--- config.mk ---
export PLATFORM = sky130hd
export DESIGN_NAME = key_debouncer
export DESIGN_NICKNAME = d
export VERILOG_FILES = /design/src/rtl/key_debouncer.sv
export SDC_FILE = /design/constraint.sdc
export NUM_CORES = 1
export LEC_CHECK = 0
export ABC_CLOCK_PERIOD_IN_PS = 3500
export BUFFER_PORTS_ARGS = -buffer_cell sky130_fd_sc_hd__buf_4
export CORE_MARGIN = 5
export CORE_UTILIZATION = 62
export CTS_CLUSTER_SIZE = 16
export DETAILED_ROUTE_END_ITERATION = 10
export PLACE_DENSITY_LB_ADDON = 0.3
export SLEW_MARGIN = 0
export SYNTH_ARGS = -nofsm -noshare
export SYNTH_HDL_FRONTEND = slang
export SYNTH_SLANG_ARGS = --single-unit
export TNS_END_PERCENT = 30
--- constraint.sdc ---
create_clock -name clk -period 3.5 [get_ports clk]
set_clock_uncertainty 0.05 [all_clocks]
set_input_delay 0.175 -clock clk [delete_from_list [all_inputs] [get_ports clk]]
set_output_delay 0.175 -clock clk [all_outputs]
set_load 0.02 [all_outputs]
--- src/rtl/key_debouncer.sv ---
// Push-button conditioner: 2-flop synchroniser, counter debounce FSM, optional auto-repeat
// (define KEY_AUTOREPEAT_EN). The release pulse is named key_release since 'release' is reserved.
module key_debouncer #(
    parameter int DEBOUNCE_CYCLES = 500000,
    parameter int REPEAT_DELAY    = 25000000,
    parameter int REPEAT_PERIOD   = 5000000
) (
    input  logic clk,
    input  logic rst,
    input  logic key_n,
    output logic press,
    output logic key_release,
    output logic pressed,
    output logic rpt
);
    localparam int CW = $clog2(DEBOUNCE_CYCLES);
    localparam logic [CW-1:0] CNT_LAST = CW'(DEBOUNCE_CYCLES - 1);

    typedef enum logic [1:0] {IDLE, PRESS_WAIT, PRESSED, RELEASE_WAIT} state_t;

    state_t        state, state_nxt;
    logic [CW-1:0] cnt, cnt_nxt;
    logic          sync0, sync1, key_s;
    logic          press_nxt, release_nxt, rpt_hit;

    if (DEBOUNCE_CYCLES < 2 || REPEAT_DELAY < 1 || REPEAT_PERIOD < 1) begin : g_param_check
        $error("key_debouncer: illegal timing parameters");
    end

    // Flops reset to 'released' so a key held through reset is debounced afresh.
    always_ff @(posedge clk) begin
        if (rst) begin
            sync0 <= 1'b1;
            sync1 <= 1'b1;
        end else begin
            sync0 <= key_n;
            sync1 <= sync0;
        end
    end

    assign key_s   = ~sync1;
    assign pressed = (state == PRESSED) || (state == RELEASE_WAIT);

    always_comb begin
        state_nxt   = state;
        cnt_nxt     = cnt;
        press_nxt   = 1'b0;
        release_nxt = 1'b0;
        case (state)
            IDLE: begin
                if (key_s) begin
                    state_nxt = PRESS_WAIT;
                    cnt_nxt   = '0;
                end
            end
            PRESS_WAIT: begin
                if (!key_s) begin
                    state_nxt = IDLE;
                    cnt_nxt   = '0;
                end else if (cnt == CNT_LAST) begin
                    state_nxt = PRESSED;
                    cnt_nxt   = '0;
                    press_nxt = 1'b1;
                end else begin
                    cnt_nxt = cnt + 1'b1;
                end
            end
            PRESSED: begin
                if (!key_s) begin
                    state_nxt = RELEASE_WAIT;
                    cnt_nxt   = '0;
                end else begin
                    press_nxt = rpt_hit;
                end
            end
            RELEASE_WAIT: begin
                if (key_s) begin
                    state_nxt = PRESSED;
                    cnt_nxt   = '0;
                end else if (cnt == CNT_LAST) begin
                    state_nxt   = IDLE;
                    cnt_nxt     = '0;
                    release_nxt = 1'b1;
                end else begin
                    cnt_nxt = cnt + 1'b1;
                end
            end
            default: begin
                state_nxt = IDLE;
                cnt_nxt   = '0;
            end
        endcase
    end

    always_ff @(posedge clk) begin
        if (rst) begin
            state       <= IDLE;
            cnt         <= '0;
            press       <= 1'b0;
            key_release <= 1'b0;
        end else begin
            state       <= state_nxt;
            cnt         <= cnt_nxt;
            press       <= press_nxt;
            key_release <= release_nxt;
        end
    end

`ifdef KEY_AUTOREPEAT_EN
    localparam int RMAX = (REPEAT_DELAY > REPEAT_PERIOD) ? REPEAT_DELAY : REPEAT_PERIOD;
    localparam int RW   = ($clog2(RMAX) > 0) ? $clog2(RMAX) : 1;

    logic [RW-1:0] rcnt, rlast;
    logic          rarmed;

    // First interval is the long delay; once armed, the shorter period applies.
    assign rlast   = rarmed ? RW'(REPEAT_PERIOD - 1) : RW'(REPEAT_DELAY - 1);
    assign rpt_hit = (state == PRESSED) && key_s && (rcnt == rlast);

    always_ff @(posedge clk) begin
        if (rst || state != PRESSED || !key_s) begin
            rcnt   <= '0;
            rarmed <= 1'b0;
        end else if (rpt_hit) begin
            rcnt   <= '0;
            rarmed <= 1'b1;
        end else begin
            rcnt <= rcnt + 1'b1;
        end
    end

    always_ff @(posedge clk) begin
        if (rst) rpt <= 1'b0;
        else     rpt <= rpt_hit;
    end
`else
    assign rpt_hit = 1'b0;
    assign rpt     = 1'b0;
`endif
endmodule

After elaboration in Yosys (flattened, before gate mapping)
Index checks and enable logic that the tools add are counted.

Register bits after elaboration: 25. Bits in latches: 0. Bits in writable memories: 0. Bits in read-only memories: 0. Output and inout port bits: 4. Memories: 0.

Add/sub/neg operators: 1. Multiply operators: 0. Div/mod/pow operators: 0. Magnitude comparators: 0. Equal/unequal tests: 8. Shifts and indexed selects: 0. Mux-type cells: 14. Bitwise operators: 3. Reduce and logical (&&, ||, !) cells: 6.

Operator list (number): $mux W19 (5); $pmux W19 S4 (1); $add A19 B1 Y19 const B (1); $eq A19 B19 Y1 const B (1); $mux W2 (6); $pmux W2 S4 (1); $reduce_or A3 Y1 (2); $eq A2 B2 Y1 const B (2); $ne A2 B2 Y1 const B (2); $reduce_and A4 Y1 (1); $ne A3 B2 Y1 const B (1); $ne A3 B3 Y1 const B (1); $not A1 Y1 (3); $eq A2 B1 Y1 const B (1); $logic_not A2 Y1 (1); $reduce_and A2 Y1 (1); $logic_or A1 B1 Y1 (1); $mux W1 (1).

Depth between registers and ports, before layout
Gate-level depths: netlist of run 1.

Word-level depth: 4. Mapped depth: 7. Gate-level depth less buffers: 6.

Least setup slack after synthesis of run 1
Ideal clock, no wire load.

Path kind: reg2reg. From: register cnt[0]. To: register cnt[8]. Setup time: 0.122 ns. Arrival time: 1.733 ns. Data required time: 3.328 ns. Path slack: 1.595 ns. Cell stages (with the launch flop): 7. Path buffers: 1. Cell sequence: dfxtp_1 > ha_1 > nand3_2 > nor4_4 > a311oi_4 > buf_6 > a221o_1.

Longest elaborated chain between the ends: 4.

Ends and longest elaborated chain: start, declared (RTL line 22) `logic [CW-1:0] cnt, cnt_nxt;`; start signal, assigned (RTL line 103) `cnt <= cnt_nxt;`; $add A19 B1 Y19 or $eq A19 B19 Y1 (tied branches); $mux W19 (*) (RTL line 60, 80); $mux W19, on equally long branches (RTL line 77, 57); $pmux W19 S4 (*) (RTL line 49) `case (state)`.

Every way passes the cells marked *; elsewhere a longest branch is shown, timed or not. A chain may end at the register's enable or synchronous reset.

Final worst setup path of run 1
From: register cnt[1]. To: register cnt[8].

Same word-level chain as after synthesis.

==> results by group, run 1 <==
Status
  • Status: finished clean

Drt
  • Uppermost layer routed: met4
  • Final wirelength: 2486 µm
  • DR WL/cell: 15.07 µm
  • Antenna viol nets, final: 0
  • Wire length on met2: 1236 µm
  • Drt first pass iters: 6
  • Drt drc: 0
  • DRT met1 WL: 1085 µm
  • Met3 Wirelength: 116 µm
  • Vias/cell: 6.255
  • DRT iter0 DRCs: 40
  • Via count: 1,032

Clocking
  • CTS clk-pin slew, worst paths: 0.14 ns
  • Worst skew pair latency: 0.32 ns
  • Clk sinks: 25
  • H-tree depth: 1
  • Number of CTS-inserted buffers: 3
  • Post-CTS sizing: 0
  • CTS Root Cell: clkbuf_4
  • Maximum buffer depth of the clock tree: 2
  • CTS tree: done
  • CTS Hold Bufs: 1
  • # Post-CTS Setup Buffers: 0

Placed design
  • Hpwl dp: 1834 µm
  • Cell Area, Placed: 0.001245 mm²
  • Dpl ws: 1.257 ns
  • IO buf count: 5
  • GPL Wtd Cong: 0.9124

Layout
  • Commonest non-fill, non-tap cell in the layout: dfxtp_1
  • Final core occ: 66.73%
  • Fin area: 0.001282 mm²
  • Layout Nets: 143
  • Most frequent cells in the layout: 25 x dfxtp_1, 11 x a31oi_1, 9 x nand3_1, 9 x nor2_1, 9 x nand2_1
  • # diodes: 0
  • Area delta synth->final: 5.561%
  • Layout cell share with drive strength beyond 1: 12.32%

Worst hold path
  • Hold crit path type: input port to register

Timing
  • Final setup viols: 0
  • Fin crit share: 64.95%
  • Final hold violations: 0
  • Setup TNS: 0 ns
  • Crit path time final: 2.273 ns
  • FMAX: 439.9 MHz
  • Slew @ Worst Pin: 0.9520 ns
  • Max Transition Viols Final: 0
  • Relative slew slack: 36.53%
  • Unrepaired setup endpoints after global routing: false
  • Post-route setup slack: 1.227 ns

Critical path
  • CP Max Fanout: 25
  • Crit path capture type: register
  • Setup crit start: cnt[1]$_SDFFE_PP0P_
  • Setup CP Type: register to register
  • Worst R2R End: cnt[8]$_SDFFE_PP0P_
  • Data required, critical path: 3.68 ns
  • CP Launch Type: register
  • Register-to-register setup slack: 1.23 ns
  • Reg2Reg Depth: 6
  • Reg2Reg Launch Point: cnt[1]$_SDFFE_PP0P_
  • CP Capture Point: cnt[8]$_SDFFE_PP0P_
  • WP data arrival: 2.45 ns

Yosys
  • Ys Warns: 0
  • Mean Syn Cell Area: 8.999 µm²
  • EDFF count, synth: 0
  • Synth area leaders: dfxtp_1 41%, a31oi_1 5.7%, a22o_1 4.3%
  • Cell variety after synth: 38
  • Syn_nets: 139
  • Synthesized area: 0.001215 mm²
  • Cell count after synthesis: 135
  • Share of the synthesized area in the top cell type: 41.19%
  • Async set-reset flop share out of synthesis: 0%
  • Leading area contributor after synthesis: dfxtp_1
  • Yosys reg bits: 25
  • Most frequently used flop master after synthesis: dfxtp_1
  • Sequential area share after synthesis: 41.19%

Power
  • Pwr Total: 433.3 µW
  • Max IR drop VDD: 0.2357 mV
  • Leakage power of the design: 0.0004470 µW
  • Cell area power density: 337.8 mW/mm²

GRT
  • Largest net degree at the start of global routing: 26
  • Global-route wire length before repair: 4519 µm
  • Initial antenna violation count: 0
  • Vias in the first global route: 1,023
  • All-Layer GR Usage: 21.33%
  • Total congestion overflow: 0

Floorplanning
  • Chip width: 54.27 µm
  • Core Box Area: 0.001922 mm²
  • Initial Util: 63.22%
  • I/O Pins: 7
  • Num rows: 16
  • Die Y: 54.27 µm
  • Die area: 0.002945 mm²

Job
  • Max Cap Violations: 0
[power breakdown]
group | switching, µW | internal (µW) | total, µW
registers | 1.23 | 286 | 287
clock network | 87.5 | 42.8 | 130
logic | 10.1 | 5.53 | 15.6
[how the worst min path moves through the flow]
| stage | startpoint | to | slack [ns] | cells past startpoint |
|---|---|---|---|---|
| 2_1_floorplan | key_n | sync0$_SDFF_PP1_ | 0.23 | 1 |
| 3_3_place_gp | key_n | sync0$_SDFF_PP1_ | 0.32 | 2 |
| 3_5_place_dp | key_n | sync0$_SDFF_PP1_ | 0.32 | 2 |
| 4_1_cts | rst | cnt[9]$_SDFFE_PP0P_ | 0.05 | 2 |
| 5_1_grt | rst | cnt[4]$_SDFFE_PP0P_ | 0.05 | 2 |
| 6_report | rst | cnt[9]$_SDFFE_PP0P_ | 0.05 | 2 |
[worst max-delay path, stage by stage, from the launching register on]
cell and delay, ns:
dfxtp_1 0.42, ha_1 0.25, nand3_2 0.16, nor4_4 0.41
a311oi_4 0.34, and3_1 0.30, a221o_1 0.25
[flip-flops by register name, summed over array words and instances (netlist names), named ones only]
register / cells
cnt: 19
key_release: 1
press: 1
state: 1
sync0: 1
sync1: 1
[through the flow]
| step | hold WS, ns | instances |
|---|---|---|
| floorplan | 0.2288 | 135 |
| global placement | 0.3210 | 160 |
| detailed placement | 0.3199 | 160 |
| CTS | 0.05142 | 165 |
| global route | 0.04542 | 165 |
| finish | 0.05477 | 165 |
[area by class of cell]
type / instances / area [µm²]
multi-input cells: 102 / 669.4
flip-flops and latches: 25 / 500.5
well taps: 27 / 33.78
clock buffers: 3 / 22.52
inverters: 1 / 3.754
fillers: 173 / 639.4
clock inverters: 1 / 5.005
repair buffers: 6 / 47.55
[metal layers]
layer  up-vias  track usage (%)
met2        30            32.67
met1       485            27.58
met4         0            12.03
li1        513                -
met3         4            4.632
met5         -                0
[synth_stat cells, types with 2 or more instances]
cell       n
a21oi_1    8
a22o_1     6
a31oi_1   11
a41oi_1    2
and3_1     4
buf_4      2
clkbuf_1   3
dfxtp_1   25
nand2_1    9
nand2b_1   4
nand3_1    9
nand4_1    5
nor2_1     9
nor3_1     4
o21ai_0    4
or2_2      2
or3_1      3
xnor2_1    5
[cells by family after synthesis]
group,share of synthesized area [%]
xor+xnor,4.944
fa+ha+maj,1.030
flops,41.19
other cells,0.3087
mux,0.8239
compound gates,20.60
simple gates,27.39
buf+inv,3.706
Power figures use the tool's default switching activity.
==> run 2, diff against run 1 <==
--- a/config.mk
+++ b/config.mk
@@ -5,10 +5,10 @@
 export SDC_FILE = /design/constraint.sdc
 export NUM_CORES = 1
 export LEC_CHECK = 0
-export ABC_CLOCK_PERIOD_IN_PS = 3500
+export ABC_CLOCK_PERIOD_IN_PS = 2100
 export BUFFER_PORTS_ARGS = -buffer_cell sky130_fd_sc_hd__buf_4
 export CORE_MARGIN = 5
-export CORE_UTILIZATION = 62
+export CORE_UTILIZATION = 58
 export CTS_CLUSTER_SIZE = 16
 export DETAILED_ROUTE_END_ITERATION = 10
 export PLACE_DENSITY_LB_ADDON = 0.3
==> constraint.sdc (replaced) <==
create_clock -name clk -period 2.1 [get_ports clk]
set_clock_uncertainty 0.05 [all_clocks]
set_input_delay 0.105 -clock clk [delete_from_list [all_inputs] [get_ports clk]]
set_output_delay 0.105 -clock clk [all_outputs]
set_load 0.02 [all_outputs]
==> results by group, run 2 (same netlist as run 1, synthesis figures left out) <==
Clocking
  • CTS Root Cell: clkbuf_4
  • Clk sinks: 25
  • CTS clk-pin slew, worst paths: 0.14 ns
  • Number of CTS-inserted buffers: 3
  • Maximum buffer depth of the clock tree: 2
  • H-tree depth: 1
  • Post-CTS sizing: 0
  • CTS tree: done
  • Worst skew pair latency: 0.32 ns

Critical path
  • CP Launch Type: register
  • WP data arrival: 2.14 ns
  • CP Max Fanout: 5
  • Crit path cell chain: ha_1 -> nand3_2 -> nor4_4 -> a311oi_4 -> buf_4 -> and3_1 -> a221o_1
  • Setup crit start: cnt[1]$_SDFFE_PP0P_
  • Reg2Reg Depth: 7
  • CP Capture Point: cnt[8]$_SDFFE_PP0P_
  • Register-to-register setup slack: 0.14 ns
  • Reg2Reg Launch Point: cnt[1]$_SDFFE_PP0P_
  • Crit path capture type: register
  • CP peak stage delay: 0.40 ns
  • Data required, critical path: 2.28 ns
  • Crit-path slowest cell: dfxtp_1
  • Setup CP Type: register to register
  • Worst R2R End: cnt[8]$_SDFFE_PP0P_

Layout
  • # diodes: 0
  • Most frequent cells in the layout: 25 x dfxtp_1, 17 x buf_4, 11 x a31oi_1
  • Footprint of the multi-input gates: 669.4 µm²
  • Layout cell share with drive strength beyond 1: 19.21%
  • Top reg by flops: cnt
  • Area delta synth->final: 13.80%
  • Commonest non-fill, non-tap cell in the layout: dfxtp_1
  • Final core occ: 69.76%
  • Max reg flops: 19
  • Fin area: 0.001383 mm²
  • Fillers: 150
  • Layout Nets: 156
  • Sequential cell area: 500.5 µm²

Power
  • Max IR drop VDD: 0.4880 mV
  • Cell area power density: 526.0 mW/mm²
  • Leakage power of the design: 0.0005162 µW

GRT
  • Total congestion overflow: 0
  • Largest net degree at the start of global routing: 15
  • Initial antenna violation count: 0
  • Global-route wire length before repair: 4457 µm
  • All-Layer GR Usage: 18.18%
  • Vias in the first global route: 1,017

Timing
  • Max Transition Viols Final: 0
  • Unrepaired setup endpoints after global routing: false
  • Final hold violations: 0
  • Post-route setup slack: 0.1431 ns
  • FMAX: 511.0 MHz
  • Final setup viols: 0
  • Crit path time final: 1.957 ns
  • Fin crit share: 93.19%
  • Setup TNS: 0 ns

Floorplanning
  • Die Y: 55.77 µm
  • Num rows: 16
  • Chip width: 55.77 µm
  • Initial Util: 61.30%
  • Core Box Area: 0.001982 mm²
  • Die area: 0.003110 mm²
  • I/O Pins: 7

Drt
  • Final wirelength: 2647 µm
  • Vias/cell: 6.112
  • Drt first pass iters: 4
  • Drt drc: 0
  • DR WL/cell: 14.87 µm
  • Via count: 1,088
  • DRT iter0 DRCs: 53
  • Antenna viol nets, final: 0

Placed design
  • IO buf count: 5
  • GPL Wtd Cong: 0.8599
  • Hpwl dp: 1932 µm
  • Cell Area, Placed: 0.001320 mm²
  • Dpl ws: 0.03748 ns

Job
  • Max Cap Violations: 0

Status
  • Status: finished clean

Worst hold path
  • Hold crit path type: register to register
  • WHS Path Cells: 1
run 2: metrics by stage:
step           hold WS, ns  cells  power, µW
3_3_place_gp        0.2403    170      516.2
4_1_cts             0.3942    176      727.0
6_report            0.3892    178      727.2
3_5_place_dp        0.2443    170      517.1
2_1_floorplan       0.1588    135      507.3
5_1_grt             0.4205    178      759.9
run 2: worst min path at each step:
stage | start | end
finish | sync0$_SDFF_PP1_ | sync1$_SDFF_PP1_
global route | sync0$_SDFF_PP1_ | sync1$_SDFF_PP1_
CTS | sync0$_SDFF_PP1_ | sync1$_SDFF_PP1_
detailed placement | key_n | sync0$_SDFF_PP1_
global placement | key_n | sync0$_SDFF_PP1_
floorplan | key_n | sync0$_SDFF_PP1_
run 2: critical path: cells and delay by family, from the launching register on:
family / cells / cell delay (ns)
flip-flops: 1 / 0.40
AO/OA/AOI/OAI: 2 / 0.40
AND/OR/NAND/NOR: 3 / 0.59
buffers and inverters: 1 / 0.18
adder cells (fa/ha/maj): 1 / 0.24
run 2: where the power goes:
part	switching, µW	internal (µW)
clock	146	71.4
sequential	2.12	477
combinational	18.4	12.5
run 2: what timing repair did:
item / in CTS / in global routing
setup buffers: 0 / 2
hold buffers: 2 / 0
setup endpoints to repair: 0 / 8
endpoints found under the hold margin: 3 / 0
run 2: layout make-up:
type / count / share of cell area (%)
sequential: 25 / 36.20
clock inverter: 1 / 0.3620
multi-input combinational: 102 / 48.42
tap: 27 / 2.443
timing repair buffer: 19 / 10.68
inverter: 1 / 0.2715
clock buffer: 3 / 1.629
run 2: metal layers:
layer	track usage (%)	vias up	part of all wire, %
met3	3.248	8	6.1
met4	12.15	0	2.9
li1	-	535	-
met1	22.49	502	44
met5	0	-	0
met2	28.55	43	46
==> run 3, diff against run 2 <==
==> constraint.sdc (replaced) <==
create_clock -name clk -period 2.1 [get_ports clk]
set_clock_uncertainty 0.05 [all_clocks]
set_input_delay 0.21 -clock clk [delete_from_list [all_inputs] [get_ports clk]]
set_output_delay 0.21 -clock clk [all_outputs]
set_load 0.02 [all_outputs]
==> results by group, run 3 (same netlist as run 1, synthesis figures left out) <==
Drt
  • Drt drc: 0
  • Drt first pass iters: 4
  • DR WL/cell: 15.02 µm
  • Uppermost layer routed: met4
  • Final wirelength: 2658 µm
  • Vias/cell: 6.147
  • Via count: 1,088
  • Antenna viol nets, final: 0
  • DRT met1 WL: 1140 µm
  • Met3 Wirelength: 200 µm
  • DRT iter0 DRCs: 51
  • Wire length on met2: 1228 µm

Timing
  • Final setup viols: 0
  • Max Transition Viols Final: 0
  • Setup TNS: 0 ns
  • Post-route setup slack: 0.1431 ns
  • Unrepaired setup endpoints after global routing: false
  • FMAX: 511.0 MHz
  • Hold Worst Slack: 0.1063 ns
  • Fin crit share: 93.19%
  • Crit path time final: 1.957 ns
  • Final hold violations: 0

Layout
  • Footprint of the multi-input gates: 669.4 µm²
  • # diodes: 0
  • Sequential cell area: 500.5 µm²
  • Layout cell share with drive strength beyond 1: 19.33%
  • Max reg flops: 19
  • Top reg by flops: cnt
  • Area delta synth->final: 12.98%
  • Most frequent cells in the layout: 25 x dfxtp_1, 17 x buf_4, 11 x a31oi_1
  • Commonest non-fill, non-tap cell in the layout: dfxtp_1
  • Layout Nets: 155
  • Fillers: 151
  • Fin area: 0.001373 mm²

Floorplanning
  • Die Y: 55.77 µm
  • I/O Pins: 7
  • Core Box Area: 0.001982 mm²
  • Die area: 0.003110 mm²
  • Chip width: 55.77 µm
  • Initial Util: 61.30%
  • Num rows: 16

Clocking
  • CTS clk-pin slew, worst paths: 0.14 ns
  • Maximum buffer depth of the clock tree: 2
  • H-tree depth: 1
  • Post-CTS sizing: 0
  • Worst skew pair latency: 0.32 ns
  • Clk sinks: 25
  • CTS Root Cell: clkbuf_4
  • CTS tree: done
  • Number of CTS-inserted buffers: 3

Power
  • Sequential power share: 66.0%
  • Combinational power share: 4.1%
  • Pwr Total: 725.3 µW
  • Leakage power of the design: 0.0005120 µW
  • Net load switching power: 165.8 µW
  • Max IR drop VDD: 0.4863 mV
  • Cell area power density: 528.4 mW/mm²
  • Net Sw Frac: 22.86%
  • Clk pwr share: 29.9%
  • Int Power: 559.5 µW

Critical path
  • Data required, critical path: 2.28 ns
  • Setup CP Type: register to register
  • Register-to-register setup slack: 0.14 ns
  • Setup crit start: cnt[1]$_SDFFE_PP0P_
  • CP Launch Type: register
  • Reg2Reg Depth: 7
  • Crit path capture type: register
  • Reg2Reg Launch Point: cnt[1]$_SDFFE_PP0P_
  • CP Capture Point: cnt[8]$_SDFFE_PP0P_
  • Worst R2R End: cnt[8]$_SDFFE_PP0P_
  • CP Max Fanout: 5
  • WP data arrival: 2.14 ns

Placed design
  • GPL Wtd Cong: 0.8599
  • Cell Area, Placed: 0.001320 mm²
  • IO buf count: 5
  • Hpwl dp: 1932 µm
  • Dpl ws: 0.03748 ns

GRT
  • Vias in the first global route: 1,010
  • Total congestion overflow: 0
  • All-Layer GR Usage: 18.08%
  • Global-route wire length before repair: 4429 µm
  • Largest net degree at the start of global routing: 15
  • Initial antenna violation count: 0

Status
  • Status: finished clean

Job
  • Max Cap Violations: 0

Worst hold path
  • Hold crit path type: input port to register
## run 3: changes by cell type in the layout (fill, tap and decap cells not counted), sizes merged
cell,before,now
dlygate4sd3,2,1
## run 3: routing by layer
metal  track usage, %  up-vias
li1                 -      533
met1            22.21      496
met2            28.55       48
met3            3.248       11
met4            12.15        0
met5                0        -
## run 3: repair_timing
item,CTS,global route
endpoints found under the hold margin,0,1
hold buffers,0,1
setup buffers,0,2
setup endpoints to repair,0,8
## run 3: area by class of cell
| class | count | share of cell area, % |
|---|---|---|
| multi-input combinational | 102 | 48.77 |
| tap | 27 | 2.461 |
| clock inverter | 1 | 0.3646 |
| timing repair buffer | 18 | 10.03 |
| clock buffer | 3 | 1.641 |
| sequential | 25 | 36.46 |
| inverter | 1 | 0.2735 |
## run 3: power by group through the flow
stage	registers, µW	clock network (µW)	logic, µW
after floorplan	489	0	18.4
after global placement	489	0	27.0
after detailed placement	489	0	27.8
after CTS	479	217	27.5
after global routing	480	247	32.0
final	479	217	29.9
## run 3: how the worst min path moves through the flow
stage	start	end	cells after the start
after floorplan	key_n	sync0$_SDFF_PP1_	1
after global placement	sync0$_SDFF_PP1_	sync1$_SDFF_PP1_	1
after detailed placement	key_n	sync0$_SDFF_PP1_	2
after CTS	key_n	sync0$_SDFF_PP1_	2
after global routing	rst	cnt[9]$_SDFFE_PP0P_	2
final	rst	cnt[4]$_SDFFE_PP0P_	2
## run 3: critical path: stages (launching register included)
cell and delay (ns):
dfxtp_1 0.40, ha_1 0.24, nand3_2 0.14, nor4_4 0.28, a311oi_4 0.15, buf_4 0.18, and3_1 0.17, a221o_1 0.25
## run 3: through the flow
| step | utilization [%] | std cells |
|---|---|---|
| 4_1_cts | 67.99 | 174 |
| 3_5_place_dp | 66.60 | 170 |
| 2_1_floorplan | - | 135 |
| 3_3_place_gp | 66.60 | 170 |
| 6_report | 69.26 | 177 |
| 5_1_grt | 69.26 | 177 |
